## src/rtl/wd279x_cmd_dispatch.sv

```systemverilog
// wd279x_cmd_dispatch
// Command dispatcher for the WD279x FDC core: latches command-register writes,
// decodes them into Type I/II/III/IV, pulses the matching unit start, tracks
// completion, and produces INTRQ, BUSY and the CPU-visible status byte.
//
// Optional feature macro: WD279X_FORCE_INT_COND_EN
//   defined   -> force-interrupt conditions [2:0] (index / ready edges) built
//   undefined -> only immediate force interrupt [3] and plain 0xD0 honored
//
// state  | meaning
// -------+------------------------------------------------------------
// IDLE   | no command in progress, accepts a new command write
// START  | command latched, start pulse for the selected unit issued
// RUN    | waiting for the unit's busy to rise and fall (or timeout)

module wd279x_cmd_dispatch #(
  parameter int START_TIMEOUT = 4
) (
  input  logic       clk,
  input  logic       reset,
  input  logic       cmd_wr,
  input  logic [7:0] cmd_wdata,
  input  logic       status_rd,
  output logic [7:0] command,
  output logic       start_I,
  output logic       start_II,
  output logic       start_III,
  output logic       abort,
  input  logic       busy_I,
  input  logic       busy_II,
  input  logic       busy_III,
  input  logic [7:0] status_I,
  input  logic [7:0] status_II,
  input  logic [7:0] status_III,
  input  logic       INDEXn,
  input  logic       READYn,
  output logic       INTRQ,
  output logic       BUSY,
  output logic [7:0] status
);

  typedef enum logic [1:0] {S_IDLE, S_START, S_RUN} state_t;

  localparam logic [1:0] T_I   = 2'd0;
  localparam logic [1:0] T_II  = 2'd1;
  localparam logic [1:0] T_III = 2'd2;

  localparam logic [2:0] TMO = 3'(START_TIMEOUT);

  state_t      state, state_nxt;
  logic [7:0]  command_nxt;
  logic [1:0]  last_type, last_type_nxt;
  logic        start_I_nxt, start_II_nxt, start_III_nxt;
  logic        abort_nxt;
  logic        intrq_nxt;
  logic        force_imm, force_imm_nxt;
  logic        seen_busy, seen_busy_nxt;
  logic [2:0]  tcnt, tcnt_nxt;
  logic        is_iv;
  logic [1:0]  dec_type;
  logic        sel_busy;
  logic        done;
  logic        cond_evt;

`ifdef WD279X_FORCE_INT_COND_EN
  logic [2:0] force_cond, force_cond_nxt;
  logic       index_q, ready_q;

  // Register the drive signals so their edges can be detected.
  always_ff @(posedge clk) begin
    if (reset) begin
      index_q <= 1'b1;
      ready_q <= 1'b1;
    end else begin
      index_q <= INDEXn;
      ready_q <= READYn;
    end
  end

  // Armed index-fall, ready-rise and ready-fall conditions raise INTRQ.
  always_comb begin
    cond_evt = (force_cond[2] &  index_q & ~INDEXn) |
               (force_cond[1] & ~ready_q &  READYn) |
               (force_cond[0] &  ready_q & ~READYn);
  end
`else
  logic unused_drive_pins;
  assign unused_drive_pins = INDEXn ^ READYn;
  assign cond_evt = 1'b0;
`endif

  // Decode the written byte and select the unit belonging to last_type.
  always_comb begin
    is_iv    = (cmd_wdata[7:4] == 4'hD);
    dec_type = T_III;
    if (!cmd_wdata[7])      dec_type = T_I;
    else if (!cmd_wdata[6]) dec_type = T_II;
    case (last_type)
      T_II:    begin sel_busy = busy_II;  status = status_II;  end
      T_III:   begin sel_busy = busy_III; status = status_III; end
      default: begin sel_busy = busy_I;   status = status_I;   end
    endcase
    BUSY = (state != S_IDLE) | sel_busy;
  end

  // Next-state and registered-output logic; a Type IV write overrides everything.
  always_comb begin
    state_nxt      = state;
    command_nxt    = command;
    last_type_nxt  = last_type;
    start_I_nxt    = 1'b0;
    start_II_nxt   = 1'b0;
    start_III_nxt  = 1'b0;
    abort_nxt      = 1'b0;
    intrq_nxt      = INTRQ;
    force_imm_nxt  = force_imm;
    seen_busy_nxt  = seen_busy;
    tcnt_nxt       = tcnt;
    done           = 1'b0;
`ifdef WD279X_FORCE_INT_COND_EN
    force_cond_nxt = force_cond;
`endif

    case (state)
      S_START: begin
        start_I_nxt   = (last_type == T_I);
        start_II_nxt  = (last_type == T_II);
        start_III_nxt = (last_type == T_III);
        seen_busy_nxt = 1'b0;
        tcnt_nxt      = 3'd0;
        state_nxt     = S_RUN;
      end
      S_RUN: begin
        if (sel_busy) seen_busy_nxt = 1'b1;
        if (tcnt != 3'd7) tcnt_nxt = tcnt + 3'd1;
        if ((seen_busy && !sel_busy) || (!seen_busy && (tcnt == TMO))) begin
          done      = 1'b1;
          state_nxt = S_IDLE;
        end
      end
      default: ;
    endcase

    // A set source beats a status read in the same cycle.
    if (status_rd && !force_imm) intrq_nxt = 1'b0;
    if (done || force_imm || cond_evt) intrq_nxt = 1'b1;

    if (cmd_wr) begin
      if (is_iv) begin
        abort_nxt     = 1'b1;
        state_nxt     = S_IDLE;
        start_I_nxt   = 1'b0;
        start_II_nxt  = 1'b0;
        start_III_nxt = 1'b0;
        if (state == S_IDLE) last_type_nxt = T_I;
        intrq_nxt     = cmd_wdata[3];
        force_imm_nxt = cmd_wdata[3];
`ifdef WD279X_FORCE_INT_COND_EN
        force_cond_nxt = cmd_wdata[2:0];
`endif
      end else if (state == S_IDLE) begin
        command_nxt   = cmd_wdata;
        last_type_nxt = dec_type;
        intrq_nxt     = 1'b0;
        force_imm_nxt = 1'b0;
`ifdef WD279X_FORCE_INT_COND_EN
        force_cond_nxt = 3'b000;
`endif
        state_nxt     = S_START;
      end
    end
  end

  // State and output registers.
  always_ff @(posedge clk) begin
    if (reset) begin
      state      <= S_IDLE;
      command    <= 8'h00;
      last_type  <= T_I;
      start_I    <= 1'b0;
      start_II   <= 1'b0;
      start_III  <= 1'b0;
      abort      <= 1'b0;
      INTRQ      <= 1'b0;
      force_imm  <= 1'b0;
      seen_busy  <= 1'b0;
      tcnt       <= 3'd0;
`ifdef WD279X_FORCE_INT_COND_EN
      force_cond <= 3'b000;
`endif
    end else begin
      state      <= state_nxt;
      command    <= command_nxt;
      last_type  <= last_type_nxt;
      start_I    <= start_I_nxt;
      start_II   <= start_II_nxt;
      start_III  <= start_III_nxt;
      abort      <= abort_nxt;
      INTRQ      <= intrq_nxt;
      force_imm  <= force_imm_nxt;
      seen_busy  <= seen_busy_nxt;
      tcnt       <= tcnt_nxt;
`ifdef WD279X_FORCE_INT_COND_EN
      force_cond <= force_cond_nxt;
`endif
    end
  end

endmodule

```

## config.mk

```make
export PLATFORM = sky130hd
export DESIGN_NAME = wd279x_cmd_dispatch
export DESIGN_NICKNAME = d
export VERILOG_FILES = /design/src/rtl/wd279x_cmd_dispatch.sv
export SDC_FILE = /design/constraint.sdc
export NUM_CORES = 1
export LEC_CHECK = 0
export BUFFER_PORTS_ARGS = -buffer_cell sky130_fd_sc_hd__buf_4
export CAP_MARGIN = 20
export CORE_MARGIN = 3
export CORE_UTILIZATION = 47
export CTS_BUF_LIST = sky130_fd_sc_hd__clkbuf_8
export DETAILED_ROUTE_END_ITERATION = 6
export PLACE_DENSITY = 0.83
export SETUP_SLACK_MARGIN = 0.02
export SLEW_MARGIN = 15
export SYNTH_ARGS = -nofsm -noshare
export SYNTH_HDL_FRONTEND = slang
export SYNTH_SLANG_ARGS = --single-unit
```

## constraint.sdc

```tcl
create_clock -name clk -period 3.4 [get_ports clk]
set_input_delay 0.85 -clock clk [delete_from_list [all_inputs] [get_ports clk]]
set_output_delay 0.85 -clock clk [all_outputs]
set_load 0.01 [all_outputs]
```

* Word level (Yosys, flattened, before mapping)
Index checks and enable logic that the tools add are counted.
Storage, ports and cells: bits of input ports 41, word-level logic and storage cells 78, register bits 22
Cells by class: equal/unequal tests 9, muxes and demuxes 35, bitwise gates (word level) 3, reduce and logical (&&, ||, !) cells 19, add/sub/neg operators 1
Operators by type and width (count):
- 1-bit two-way mux | 20
- 2-bit two-way mux | 9
- 8-bit case mux with 2 select lines | 1
- 2-bit AND reduction | 4
- 3-bit case mux with 2 select lines | 1
- 2-bit nonzero test | 3
- 2-bit by 1-bit equality test with 1-bit output (second input constant) | 2
- 2-bit equality test (second input constant) | 2
- 4-bit equality test (second input constant) | 1
- 2-bit zero test | 2
- 2-bit inequality test (second input constant) | 2
- 1-bit case mux with 2 select lines | 2
- 2-bit case mux with 2 select lines | 1
- 3-bit by 1-bit adder with 3-bit output (second input constant) | 1
- 3-bit equality test (second input constant) | 1
- 1-bit logical AND | 3
- 1-bit zero test | 3
- 3-bit two-way mux | 1
- 3-bit inequality test (second input constant) | 1
- 3-bit AND reduction | 1
- 1-bit logical OR | 2
- 1-bit inverter | 2
- 2-bit OR reduction | 1
- 1-bit OR | 1

* Depth between registers and ports, before layout
depth after elaboration 12, gate-level depth with buffers 7, depth with buffers taken out 6

* Least setup slack after synthesis
Ideal clock, no wire load.
kind flip-flop to output port, start register last_type[0], end output status[4], slack 1.169 ns, arrival 1.381 ns, required time 2.550 ns, cell stages (with the launch flop) 7, path through dfxtp_1 > inv_1 > ha_1 > buf_2 > buf_1 > nor2_1 > a21oi_1
On the way: word-level cells in the longest chain between the ends 2, elaborated cells on any way between the ends 3, classes of those cells 2 x eq/ne; 1 x mux
RTL lines:
- start: declaration | RTL line 52 | logic [1:0] last_type, last_type_nxt;
- start signal: assignment | RTL line 194 | last_type <= last_type_nxt;
- 2-bit equality test or 2-bit by 1-bit equality test with 1-bit output (tied branches) | RTL line 98 | case (last_type)
- 8-bit case mux with 2 select lines (*) | RTL line 98
- end: declaration | RTL line 39 | output logic [7:0] status
Every way passes the cells marked *; elsewhere a longest branch is shown, timed or not.

* Worst setup path after layout
start register last_type[1], end output BUSY
On the way: word-level cells in the longest chain between the ends 3, elaborated cells on any way between the ends 4, classes of those cells 2 x eq/ne; 1 x mux; 1 x bitwise
RTL lines:
- 2-bit equality test or 2-bit by 1-bit equality test with 1-bit output (tied branches) | RTL line 98
- 1-bit case mux with 2 select lines (*) | RTL line 98
- 1-bit OR (*) | RTL line 103 | BUSY = (state != S_IDLE) | sel_busy;
- end: declaration | RTL line 38 | output logic BUSY,
Marks and branches as above.

==> impl_metrics.env <==
export IMPL_hold_path_class="reg -> reg"
export IMPL_drc=0
export IMPL_arrival_ns=1.87
export IMPL_synthArstFlopShare_pct=0
export IMPL_seqPwrFrac_pct=41.8
export IMPL_wl_per_cell_um=13.1
export IMPL_worst_setup_path_start_kind="register"
export IMPL_root_buffer="clkbuf_8"
export IMPL_clk_insertion_delay_late_ns=0.26
export IMPL_power_density_nw_per_um2=387
export IMPL_r2r_slack_ns=1.48
export IMPL_track_usage_pct=18.8
export IMPL_gr_total_overflow=0
export IMPL_tightestPinTransition_ns=0.528
export IMPL_skew_ns=0.00225
export IMPL_p_sw_share_pct=23.5
export IMPL_status="completed"
export IMPL_rows=17
export IMPL_numCtsBuffers=3
export IMPL_initial_core_util_pct=51.1
export IMPL_portBuffers=60
export IMPL_postCtsSetupBuffers=0
export IMPL_cp_max_fo=19
export IMPL_synth_seq_cells=22
export IMPL_path_delay_family="adder cells"
export IMPL_ioPinCount=63
export IMPL_syn_area_um2=1170
export IMPL_crit_buf_inv=2
export IMPL_cts_hold_buf=0
export IMPL_antenna_cells=0
export IMPL_syn_area_per_cell_um2=8.44
export IMPL_p_switching_w=0.000154
export IMPL_gp_congestion=0.739
export IMPL_fill_cells=175
export IMPL_power_share_combinational_pct=21.5
export IMPL_syn_to_final_growth_pct=44.1
export IMPL_seqCellArea_um2=440
export IMPL_fin_nets=249
export IMPL_ys_seq_area_share_pct=37.5
export IMPL_setup_slack_ns=0.676
export IMPL_dpl_worst_slack_ns=0.945
export IMPL_dieArea_um2=3130
export IMPL_cts_num_sinks=22
export IMPL_cp_required_ns=2.55
export IMPL_syn_nets=190
export IMPL_critPathMaxStageDelay_ns=0.62
export IMPL_antenna_found_initial=0
export IMPL_crit_path_top_delay_cell="ha_1"
export IMPL_grt_max_degree=20
export IMPL_cts_max_level=1
export IMPL_synth_ff_type="dfxtp_1"
export IMPL_relSlewSlack_pct=64.8
export IMPL_leakage_nw=0.782
export IMPL_drt_wl_total_um=2950
export IMPL_viasPerCell=5.19
export IMPL_grt_pass1_wl_um=4700
export IMPL_synth_cell_types=33
export IMPL_synthCells=139
export IMPL_max_freq_mhz=367
export IMPL_drtIter0Drc=19
export IMPL_slew_violations=0
export IMPL_die_w_um=56.0
export IMPL_cts_max_path_buffers=2
export IMPL_antenna_left=0
export IMPL_post_route_min_period_ns=2.72
export IMPL_p_clk_share_pct=36.8
export IMPL_finalCritPeriodShare_pct=80.1
export IMPL_firstDrtPassIters=4
export IMPL_critPathKind="reg -> out"
export IMPL_first_global_vias=1059
export IMPL_ir_drop_mv=0.401
export IMPL_path_cells="inv_1 -> ha_1 -> nor2b_1 -> a21oi_2 -> nand2_1 -> buf_4"
export IMPL_yosysWarnings=0
export IMPL_intPower_w=0.000501
export IMPL_dpl_hpwl_um=2390
export IMPL_maxCapViolCount=0
export IMPL_clk_pin_slew_ns=0.08
export IMPL_end_kind="output pin"
export IMPL_synth_edff_count=0
export IMPL_tritoncts="done"
export IMPL_final_layout_size_suffix_gt1_share_pct=35.0
export IMPL_cts_resized=0
export IMPL_core_area_um2=2300
export IMPL_die_h_um=56.0
export IMPL_hold_viol=0
export IMPL_fin_tns_setup_ns=0
export IMPL_num_vias=1168
export IMPL_rsz0062_at_grt="false"
export IMPL_multi_input_area_um2=661
export IMPL_finalSetupViolCount=0
-- state kept, by name, summed over array words and instances (netlist names) --
register	count
force_imm	1
start_II	1
start_III	1
tcnt	3
state	2
start_I	1
abort	1
INTRQ	1
command	8
last_type	2
seen_busy	1
-- worst reg2reg max path, stage by stage, from the launching register on --
cell	delay (ns)
dfxtp_1	0.38
inv_1	0.08
ha_1	0.50
nor2b_1	0.26
a211oi_1	0.08
o41ai_1	0.39
a21oi_1	0.12
-- final timing paths --
| check | from | endpoint | cells past startpoint |
|---|---|---|---|
| max | last_type[1] | BUSY | 6 |
| min | force_imm | force_imm | 2 |
| max reg2reg | last_type[1] | INTRQ | 6 |
| min reg2reg | force_imm | force_imm | 2 |
-- logic make-up after synthesis --
kind of cell	after synthesis	share of synthesized area (%)
AO/OA/AOI/OAI	37	21.0
adder cells (fa/ha/maj)	10	10.7
buffers and inverters	15	6.18
flip-flops	22	37.5
multiplexers	5	4.26
AND/OR/NAND/NOR	50	20.4
-- cell type report --
cell class              instances  share of cell area (%)
flip-flops and latches         22                    26.0
well taps                      28                    2.07
clock inverters                 1                    1.78
multi-input cells             102                    39.1
clock buffers                   3                    2.44
inverters                       9                    2.00
repair buffers                 60                    26.6
-- synthesized netlist by cell type (2+ instances only) --
library cell	instances	area share, %
inv_1	9	2.9
ha_1	10	11
nor2b_1	4	2.1
dfxtp_1	22	38
mux2i_1	5	4.3
a22oi_1	10	6.4
buf_6	2	1.9
o21ai_0	2	0.85
and3_1	2	1.1
nor3_1	4	1.7
nand2_1	6	1.9
nor2_1	26	8.3
buf_1	2	0.64
a21oi_1	16	6.8
-- metal layers --
metal | track usage, % | up-vias | wire length [um]
li1 | - | 602 | -
met1 | 21.9 | 535 | 1190
met2 | 33.2 | 29 | 1610
met3 | 6.03 | 2 | 139
met4 | 4.07 | 0 | 11
met5 | 0 | - | 0
-- cell usage in the layout, fill, tap and decap left out, types with 2 or more instances in the layout --
cell type | synthesis | final
buf_4 | 0 | 60
nor2b_1 | 4 | 4
o21ai_0 | 2 | 2
clkbuf_8 | 0 | 3
and3_1 | 2 | 2
nor3_1 | 4 | 4
ha_1 | 10 | 10
nor2_1 | 26 | 26
a22oi_1 | 10 | 10
inv_1 | 9 | 9
mux2i_1 | 5 | 5
nand2_1 | 6 | 6
a21oi_1 | 16 | 16
dfxtp_1 | 22 | 22
-- through the flow --
stage | cells | total power [W] | utilization (%) | hold slack (ns) | area, um2
2_1_floorplan | 139 | 0.000346 | - | 0.436 | 1170
3_3_place_gp | 221 | 0.000417 | 70.5 | 0.444 | 1620
3_5_place_dp | 221 | 0.000421 | 70.5 | 0.453 | 1620
4_1_cts | 225 | 0.000659 | 73.6 | 0.465 | 1690
5_1_grt | 225 | 0.000686 | 73.6 | 0.501 | 1690
6_report | 225 | 0.000655 | 73.6 | 0.462 | 1690
-- power by group through the flow --
stage	clock network, W	registers (W)	logic (W)
floorplan	0	0.000283	0.0000632
global placement	0	0.000279	0.000138
detailed placement	0	0.000280	0.000141
CTS	0.000244	0.000274	0.000142
global route	0.000258	0.000275	0.000153
finish	0.000241	0.000273	0.000140
No activity file was read; power rests on OpenSTA's default activity.
